<file path="config.mk">
export PLATFORM = sky130hd
export DESIGN_NAME = ysyx_23060042_ifu
export DESIGN_NICKNAME = d
export VERILOG_FILES = /design/src/rtl/ysyx_23060042_pkg.sv /design/src/rtl/ysyx_23060042_ifu.sv
export SDC_FILE = /design/constraint.sdc
export NUM_CORES = 1
export LEC_CHECK = 0
export ABC_AREA = 1
export BUFFER_PORTS_ARGS = -buffer_cell sky130_fd_sc_hd__buf_4
export CAP_MARGIN = 15
export CORE_MARGIN = 4
export CORE_UTILIZATION = 53
export CTS_BUF_LIST = sky130_fd_sc_hd__clkbuf_8
export CTS_CLUSTER_SIZE = 10
export DETAILED_ROUTE_END_ITERATION = 10
export PLACE_DENSITY = 0.89
export SYNTH_ARGS = -nofsm -noshare
export SYNTH_HDL_FRONTEND = slang
export SYNTH_SLANG_ARGS = --single-unit
export TNS_END_PERCENT = 1
</file>
<file path="constraint.sdc">
create_clock -name clk -period 4.81 [get_ports clk]
set_clock_uncertainty 0.2 [all_clocks]
set_input_delay 0 -clock clk [delete_from_list [all_inputs] [get_ports clk]]
set_output_delay 0 -clock clk [all_outputs]
set_load 0.005 [all_outputs]
</file>
<file path="src/rtl/ysyx_23060042_pkg.sv">
// Shared definitions for the ysyx_23060042 instruction fetch path.
// The reset PC constant is also used by the downstream PC-select logic.
package ysyx_23060042_pkg;

   localparam int unsigned XLEN   = 32;
   localparam int unsigned RESP_W = 2;

   localparam logic [RESP_W-1:0] RESP_OKAY        = 2'b00;
   localparam logic [XLEN-1:0]   RESET_PC_DEFAULT = 32'h8000_0000;

   typedef enum logic [2:0] {
      S_REQ   = 3'd0,
      S_RESP  = 3'd1,
      S_ISSUE = 3'd2,
      S_EXEC  = 3'd3,
      S_ERR   = 3'd4
   } ifu_state_e;

endpackage : ysyx_23060042_pkg

</file>
<file path="src/rtl/ysyx_23060042_ifu.sv">
// Instruction fetch unit: one read per instruction, word handed to decode
// with valid/ready, then waits for the next PC before fetching again.
module ysyx_23060042_ifu
   import ysyx_23060042_pkg::*;
#(
   parameter logic [XLEN-1:0] RESET_PC = RESET_PC_DEFAULT,
   parameter int unsigned     CNT_W    = 32
) (
   input  logic              clk,
   input  logic              rst,
   output logic [XLEN-1:0]   araddr,
   output logic              arvalid,
   input  logic              arready,
   input  logic [XLEN-1:0]   rdata,
   input  logic [RESP_W-1:0] rresp,
   input  logic              rvalid,
   output logic              rready,
   output logic [XLEN-1:0]   inst,
   output logic [XLEN-1:0]   pc,
   output logic              inst_valid,
   input  logic              inst_ready,
   input  logic              npc_valid,
   input  logic [XLEN-1:0]   npc,
   output logic              fetch_err,
   output logic [CNT_W-1:0]  fetch_cnt
);

   ifu_state_e       state_q, state_d;
   logic [XLEN-1:0]  pc_q, pc_d;
   logic [XLEN-1:0]  inst_q, inst_d;
   logic [CNT_W-1:0] cnt_q, cnt_d;
   logic             err_q, err_d;
   logic             arvalid_q, arvalid_d;
   logic             rready_q, rready_d;
   logic             inst_valid_q, inst_valid_d;

   // Handshake flags are registered copies of the next state, so they are
   // forced low during reset and never depend combinationally on inputs.
   always_ff @(posedge clk) begin
      if (rst) begin
         state_q      <= S_REQ;
         pc_q         <= RESET_PC;
         inst_q       <= '0;
         cnt_q        <= '0;
         err_q        <= 1'b0;
         arvalid_q    <= 1'b0;
         rready_q     <= 1'b0;
         inst_valid_q <= 1'b0;
      end else begin
         state_q      <= state_d;
         pc_q         <= pc_d;
         inst_q       <= inst_d;
         cnt_q        <= cnt_d;
         err_q        <= err_d;
         arvalid_q    <= arvalid_d;
         rready_q     <= rready_d;
         inst_valid_q <= inst_valid_d;
      end
   end

   always_comb begin
      state_d = state_q;
      pc_d    = pc_q;
      inst_d  = inst_q;
      cnt_d   = cnt_q;
      err_d   = err_q;

      unique case (state_q)
         // arvalid lags the state by one cycle after reset; wait for it.
         S_REQ: begin
            if (arvalid_q && arready) begin
               state_d = S_RESP;
            end
         end
         S_RESP: begin
            if (rvalid) begin
               if (rresp == RESP_OKAY) begin
                  inst_d  = rdata;
                  state_d = S_ISSUE;
               end else begin
                  err_d   = 1'b1;
                  state_d = S_ERR;
               end
            end
         end
         S_ISSUE: begin
            if (inst_ready) begin
               cnt_d   = cnt_q + CNT_W'(1);
               state_d = S_EXEC;
            end
         end
         S_EXEC: begin
            if (npc_valid) begin
               pc_d = npc;
               if (npc[1:0] != 2'b00) begin
                  err_d   = 1'b1;
                  state_d = S_ERR;
               end else begin
                  state_d = S_REQ;
               end
            end
         end
         S_ERR: begin
            state_d = S_ERR;
         end
         default: begin
            err_d   = 1'b1;
            state_d = S_ERR;
         end
      endcase

      arvalid_d    = (state_d == S_REQ);
      rready_d     = (state_d == S_RESP);
      inst_valid_d = (state_d == S_ISSUE);
   end

   assign araddr     = pc_q;
   assign arvalid    = arvalid_q;
   assign rready     = rready_q;
   assign inst       = inst_q;
   assign pc         = pc_q;
   assign inst_valid = inst_valid_q;
   assign fetch_err  = err_q;
   assign fetch_cnt  = cnt_q;

endmodule : ysyx_23060042_ifu

</file>
## Word level (Yosys, flattened, before mapping)

Cells that the tools add are included.

- Reduce and logical (&&, ||, !) cells: 10
- Mux-type cells: 12
- Bitwise operators: 1
- Add/sub/neg operators: 1
- Eq/ne operators: 10

Operators by type and width:

| cell | number |
|---|---|
| 32-bit by 1-bit adder with 32-bit output, second input constant | 1 |
| 3-bit 2-to-1 mux | 6 |
| 3-bit one-hot mux with 4 select lines | 1 |
| 3-bit by 2-bit equality test with 1-bit output, second input constant | 3 |
| 2-bit inequality test, second input constant | 4 |
| 3-bit by 1-bit equality test with 1-bit output, second input constant | 2 |
| 3-bit zero test | 2 |
| 5-bit AND reduction | 1 |
| 1-bit 2-to-1 mux | 4 |
| 2-bit AND reduction | 2 |
| 3-bit equality test, second input constant | 1 |
| 1-bit one-hot mux with 3 select lines | 1 |
| 3-bit AND reduction | 1 |
| 3-bit OR reduction | 1 |
| 2-bit zero test | 1 |
| 2-bit nonzero test | 1 |
| 1-bit logical AND | 1 |
| 1-bit NOT | 1 |

- Logic and storage cells: 42
- Output and inout bits: 132
- Register bits after elaboration: 103

## Logic depth before layout (Yosys ltp)

Gate-level depths: netlist of run 1.

- Depth in word-level cells: 5
- Depth in mapped cells: 9
- Gate-level depth less buffers: 9

## Worst setup path before layout of run 1

No wires, ideal clock.

- Path type: reg-to-reg
- From: register cnt_q[1], in the netlist fetch_cnt[1]
- To: register cnt_q[30], in the netlist fetch_cnt[30]
- Library setup time: 116 ps
- Setup slack: 3143 ps
- Stages on the path, launching flop included: 9
- Data required time: 4494 ps
- Arrival time: 1351 ps
- Cell sequence: dfxtp_1 > ha_1 > inv_1 > nor2_2 > nand3_1 > nor2_2 > nand3_1 > o21ai_0 > nor2_1

- Cells in the longest elaborated chain, start to end: 1

Ends and longest elaborated chain:

| what | RTL line | source |
|---|---|---|
| from (decl) | ysyx_23060042_ifu.sv:31 | `logic [CNT_W-1:0] cnt_q, cnt_d;` |
| from (signal assigned) | ysyx_23060042_ifu.sv:53 | `cnt_q <= cnt_d;` |
| 32-bit by 1-bit adder with 32-bit output | ysyx_23060042_ifu.sv:88 | `cnt_d = cnt_q + CNT_W'(1);` |

Every way passes these cells.
A chain may end at the register's enable or synchronous reset.

## Final worst setup path of run 1

- From: register state_q[2]
- To: register inst_q[29], in the netlist inst[29]

- Cells in the longest elaborated chain, start to end: 2

Ends and longest elaborated chain:

| what | RTL line | source |
|---|---|---|
| from (decl) | ysyx_23060042_ifu.sv:28 | `ifu_state_e state_q, state_d;` |
| from (signal assigned) | ysyx_23060042_ifu.sv:50 | `state_q <= state_d;` |
| 3-bit by 1-bit equality test with 1-bit output | ysyx_23060042_ifu.sv:68 | `unique case (state_q)` |
| 3-bit AND reduction (no line) | - |  |
| to (signal assigned) | ysyx_23060042_ifu.sv:52 | `inst_q <= inst_d;` |
| to (decl) | ysyx_23060042_ifu.sv:30 | `logic [XLEN-1:0] inst_q, inst_d;` |

Every way passes these cells.

==> reports/results.ini, run 1 <==
[layout]
area_growth_pct=48.7
fin_nets=956
seqCellArea_um2=2060
multiInputGateArea_um2=1950
layout-drive-gt1-share_pct=27.1
fillers=542
final_util_pct=81.9
fin_cells=996

[yosys]
synth_seq_cells=103
synth_ff_type=dfxtp_1
avgSynthCellArea_um2=6.98
synth_cell_types=28
yosysTopAreaCellShare_pct=45.1
yosys_warnings=0
synth_area_leaders=dfxtp_1 (45%), nand2_1 (16%), a21oi_1 (8.2%)
netlist_area_um2=4570
ys_seq_area_share_pct=45.1
synth-async-reset-ratio_pct=0
syn_nets=728
synth-edff-count=0
synth_top_cell_by_area=dfxtp_1
syn_inst=655

[clock_tree]
ctsHtreeMaxLevel=3
cts_max_path_buffers=2
cts.sinks=103
insertion_delay_ns=0.35
postCtsSetupBuffers=0
cts_made_buffers=9
cts_tree=done
clockRootBuffer=clkbuf_8
path_clk_slew_ns=0.10
cts_resized=0

[sta]
relSlewSlack_pct=43.2
final.setup.tns_ns=0
tightestPinTransition_ns=0.852
clock.fmax_mhz=410
setup_violations=0
hold_viol=0
grt_setup_unrepaired=false
period_share_pct=50.7
report.final.slew_viol_count=0
fin_crit_ns=2.44
worst_hold_slack_ns=0.0337

[critical_path]
r2r_setup_slack_ns=2.37
cp.arrival_ns=2.52
cpLargestDelayFamily=buffers and inverters
startpoint_type=flip-flop
critPathBufInv=3
slowest_delay_ns=0.66
crit_slowest_cell=inv_2
reg2reg_to=inst[29]
critPathCaptureType=flip-flop
cp.depth=7
critPathMostFrequentCell=inv_2
cp_cell_sequence=inv_2 > nand3_1 > inv_2 > nand3_2 > inv_2 > nand2_1 > a21oi_1
reg2reg_from=state_q[2]
cp_max_fo=34
path_class=reg2reg
r2r_cells=7
critPathRequiredTime_ns=4.89

[power]
ir_drop_mv=0.174
p_per_area_nw_per_um2=233
power.leakage_nw=2.93

[global_routing]
grt_max_degree=82
grt_first_pass_wirelength_um=24700
antenna_found_initial=1
met1_usage_pct=32.5
grt_overflow=0
grt_use_met2_pct=55.4
grt_usage_pct=30.2
grt_pass1_vias=5253
grt-busiest-layer=met2
gr-usage-met3_pct=7.06

[route]
drt-vias-per-instance=5.27
first_iter_violations=304
ant_nets=0
drc_errors=0
wl_per_cell_um=15.9
vias=5253
dr.pass1.iters=6
wl_um=15800

[floorplan]
start_util_pct=55.1
die_w_um=101
coreArea_um2=8300
die_h_um=101
pin_count=204
dieArea_um2=10200
rows=33

[min_path]
holdCritPathClass=in2reg
holdPathEnd=state_q[0]
min_from=rst
whs_path_depth=2

[placed_design]
port_buffers=203
hpwl_um=10100
dp.cells=908
place.gp.congestion=0.946

[flow_run]
drv_cap=0

[outcome]
status=completed

==> synthesized netlist by cell type, types with 3 or more instances <==
| cell type | count |
|---|---|
| clkbuf_1 | 12 |
| inv_1 | 51 |
| nor2_2 | 8 |
| nand3_1 | 34 |
| nand2_1 | 200 |
| buf_4 | 32 |
| nand4_1 | 7 |
| nor2_1 | 72 |
| dfxtp_1 | 103 |
| o21ai_0 | 16 |
| nor3_1 | 8 |
| a21oi_1 | 75 |
| buf_2 | 9 |
| nand3_2 | 3 |
| inv_2 | 6 |
| nor2_4 | 3 |
==> state kept, by name, summed over array words and instances, names as in the netlist <==
register / count
araddr: 32
fetch_cnt: 32
inst: 32
state_q: 3
arvalid: 1
fetch_err: 1
inst_valid: 1
rready: 1
==> worst register-to-register path, delay by kind of cell, from the launching register on <==
family | cells | cell delay, ns
simple gates | 3 | 0.77
buf+inv | 3 | 0.87
compound gates | 1 | 0.18
flops | 1 | 0.35
==> cells in the final DEF, fill, tap and decap left out, types with 8 or more instances in the layout <==
cell type      count
nor2_2             8
buf_4            204
a21oi_1           75
nor3_1             8
inv_1             51
nand2_1          200
clkbuf_8          10
nor2_1            72
nand3_1           34
o21ai_0           16
dfxtp_1          103
dlygate4sd3_1     69
==> area by class of cell <==
type	count	area share (%)
repair buffers	273	32.7
flip-flops and latches	103	30.3
multi-input cells	439	28.6
inverters	57	3.15
clock buffers	10	2.03
well taps	105	1.93
clock inverters	6	1.10
diodes	3	0.110
==> routing by layer <==
layer	vias up	part of all wire, %
li1	2497	-
met1	2432	36
met2	274	53
met3	50	8.6
met4	0	3.1
met5	-	0
==> worst max-delay path by stage <==
stage | startpoint | endpoint | slack (ns)
floorplan | fetch_cnt[1] | fetch_cnt[30] | 3.14
global placement | state_q[2] | inst[17] | 2.58
detailed placement | state_q[2] | inst[21] | 2.46
CTS | state_q[2] | inst[21] | 2.43
global route | state_q[2] | inst[29] | 2.19
finish | state_q[2] | inst[29] | 2.37
==> power breakdown <==
part / switching, mW / internal, mW
sequential: 0.00489 / 0.859
clock: 0.308 / 0.263
combinational: 0.0578 / 0.0878
total: 0.371 / 1.21
==> kinds of logic after synthesis <==
logic type | share of synthesized area [%]
XOR/XNOR | 0.575
AND/OR/NAND/NOR | 31.0
flip-flops | 45.1
AO/OA/AOI/OAI | 10.7
buffers and inverters | 12.3
adder cells (fa/ha/maj) | 0.274
==> timing repair <==
item	4_1_cts	5_1_grt
endpoints found under the setup margin	0	0
hold buffers	69	0
endpoints found under the hold margin	78	0
==> metrics by stage <==
stage | area [um^2] | power (mW) | setup WS, ns
CTS | 6790 | 1.59 | 2.43
global route | 6790 | 1.64 | 2.19
finish | 6800 | 1.58 | 2.37
global placement | 5890 | 0.975 | 2.58
detailed placement | 5890 | 0.977 | 2.46
floorplan | 4570 | 0.915 | 3.14
Note: power is estimated with default switching activity, not from simulation.
==> inputs of run 2 (changes only) <==
--- a/config.mk
+++ b/config.mk
@@ -9,11 +9,11 @@
 export BUFFER_PORTS_ARGS = -buffer_cell sky130_fd_sc_hd__buf_4
 export CAP_MARGIN = 15
 export CORE_MARGIN = 4
-export CORE_UTILIZATION = 53
+export CORE_UTILIZATION = 44
 export CTS_BUF_LIST = sky130_fd_sc_hd__clkbuf_8
 export CTS_CLUSTER_SIZE = 10
 export DETAILED_ROUTE_END_ITERATION = 10
-export PLACE_DENSITY = 0.89
+export PLACE_DENSITY = 0.79
 export SYNTH_ARGS = -nofsm -noshare
 export SYNTH_HDL_FRONTEND = slang
 export SYNTH_SLANG_ARGS = --single-unit
==> constraint.sdc (replaced) <==
create_clock -name clk -period 2 [get_ports clk]
set_clock_uncertainty 0.2 [all_clocks]
set_input_delay 0 -clock clk [delete_from_list [all_inputs] [get_ports clk]]
set_output_delay 0 -clock clk [all_outputs]
set_load 0.005 [all_outputs]
==> reports/results.ini, run 2 (synthesis results as in run 1) <==
[outcome]
status=completed

[sta]
relSlewSlack_pct=47.6
hold_viol=0
period_share_pct=90.8
worst_slack_ns=0.184
clock.fmax_mhz=551
worst_hold_slack_ns=0.0128
tightestPinTransition_ns=0.785
grt_setup_unrepaired=false
fin_crit_ns=1.82
setup_violations=0
final.setup.tns_ns=0
report.final.slew_viol_count=0

[critical_path]
path_class=in2reg
slowest_delay_ns=0.63
reg2reg_from=fetch_cnt[8]
r2r_cells=7
critPathRequiredTime_ns=2.06
cp_max_fo=3
cpLargestDelayFamily=buffers and inverters
reg2reg_to=fetch_cnt[28]
startpoint_type=primary input
r2r_setup_slack_ns=0.19
critPathCaptureType=flip-flop
cp.arrival_ns=1.87
crit_slowest_cell=dlygate4sd3_1
critPathBufInv=4
cp_cell_sequence=dlygate4sd3_1 > buf_4 > nor2_1 > dlygate4sd3_1 > o21ai_0 > o21ai_0 > inv_1

[route]
drc_errors=0
drt-vias-per-instance=5.00
wl_per_cell_um=15.0
first_iter_violations=520
vias=5134
dr.pass1.iters=5
wl_um=15400
ant_nets=0

[layout]
fin_area_um2=6900
area_growth_pct=50.9
fin_nets=962
most-common-layout-cells=buf_4 (208), nand2_1 (200), dfxtp_1 (102), a21oi_1 (75)
diodes=0
final_common_cell=buf_4
layout-drive-gt1-share_pct=27.5

[global_routing]
grt_max_degree=50
grt_pass1_vias=4899
grt_usage_pct=24.6
grt_first_pass_wirelength_um=23400
antenna_found_initial=0
grt_overflow=0

[clock_tree]
clockRootBuffer=clkbuf_8
ctsHtreeMaxLevel=3
postCtsSetupBuffers=0
cts_tree=done
cts_max_path_buffers=2
insertion_delay_ns=0.37
path_clk_slew_ns=0.09
cts_made_buffers=9
cts.sinks=103

[power]
p_per_area_nw_per_um2=563
ir_drop_mv=0.422
power.leakage_nw=2.97

[flow_run]
drv_cap=0

[min_path]
holdPathEnd=fetch_err
min_from=rresp[1]
whs_path_depth=7
holdCritPathClass=in2reg

[floorplan]
start_util_pct=45.9
die_w_um=110
rows=36
die_h_um=110
pin_count=204
dieArea_um2=12100
coreArea_um2=9950

[placed_design]
dp_slack_ns=0.144
place.gp.congestion=0.954
hpwl_um=10200
placed_cell_area_um2=5950
port_buffers=203

==> run 2: cell types whose count changed in the layout (fill, tap and decap cells not counted), sizes merged <==
| cell | before | now |
|---|---|---|
| buf | 204 | 208 |
| bufinv | 1 | 2 |
| diode | 3 | 0 |
| dlygate4sd3 | 69 | 71 |
| inv | 59 | 58 |
==> run 2: per-stage QoR <==
step / utilization [%] / total power, mW / instances
2_1_floorplan: - / 2.20 / 655
3_3_place_gp: 59.8 / 2.35 / 940
3_5_place_dp: 59.8 / 2.35 / 940
4_1_cts: 69.2 / 3.90 / 1027
5_1_grt: 69.3 / 4.04 / 1027
6_report: 69.3 / 3.88 / 1027
==> run 2: cell type report <==
type / instances / area, um^2
well taps: 133 / 166
multi-input cells: 439 / 1960
flip-flops and latches: 103 / 2060
inverters: 57 / 214
clock buffers: 10 / 138
clock inverters: 6 / 85.1
repair buffers: 279 / 2270
fillers: 747 / 3050
==> run 2: tightest hold or removal path: stages <==
cell and delay (ns):
buf_4 0.08, nor2_1 0.07, nand2_1 0.08, nand3_1 0.06, nor2_1 0.11, nor2_1 0.05
nor2_1 0.09
==> run 2: timing repair <==
action	4_1_cts	5_1_grt
endpoints found under the setup margin	0	8
endpoints found under the hold margin	75	0
gates resized for setup	0	4
hold buffers	71	0
==> run 2: worst max path at each step <==
stage,slack (ns),depth (start not counted),endpoint,from
floorplan,0.33,8,fetch_cnt[30],fetch_cnt[1]
global placement,0.23,7,fetch_cnt[25],state_q[1]
detailed placement,0.14,8,fetch_cnt[30],fetch_cnt[1]
CTS,0.12,8,fetch_cnt[30],fetch_cnt[1]
global route,0.03,8,fetch_cnt[30],fetch_cnt[0]
finish,0.18,7,state_q[2],rresp[0]
==> run 2: metal layers <==
layer	GRT usage, %	vias to the layer above	wire length [um]
met3	4.52	46	1220
met4	13.1	0	558
met1	27.9	2350	5890
li1	-	2499	-
met2	43.5	239	7720
met5	0	-	0
==> run 2: power breakdown <==
| group | switching [mW] | internal (mW) | total (mW) |
|---|---|---|---|
| logic | 0.137 | 0.215 | 0.352 |
| clock network | 0.718 | 0.735 | 1.45 |
| registers | 0.0115 | 2.07 | 2.08 |
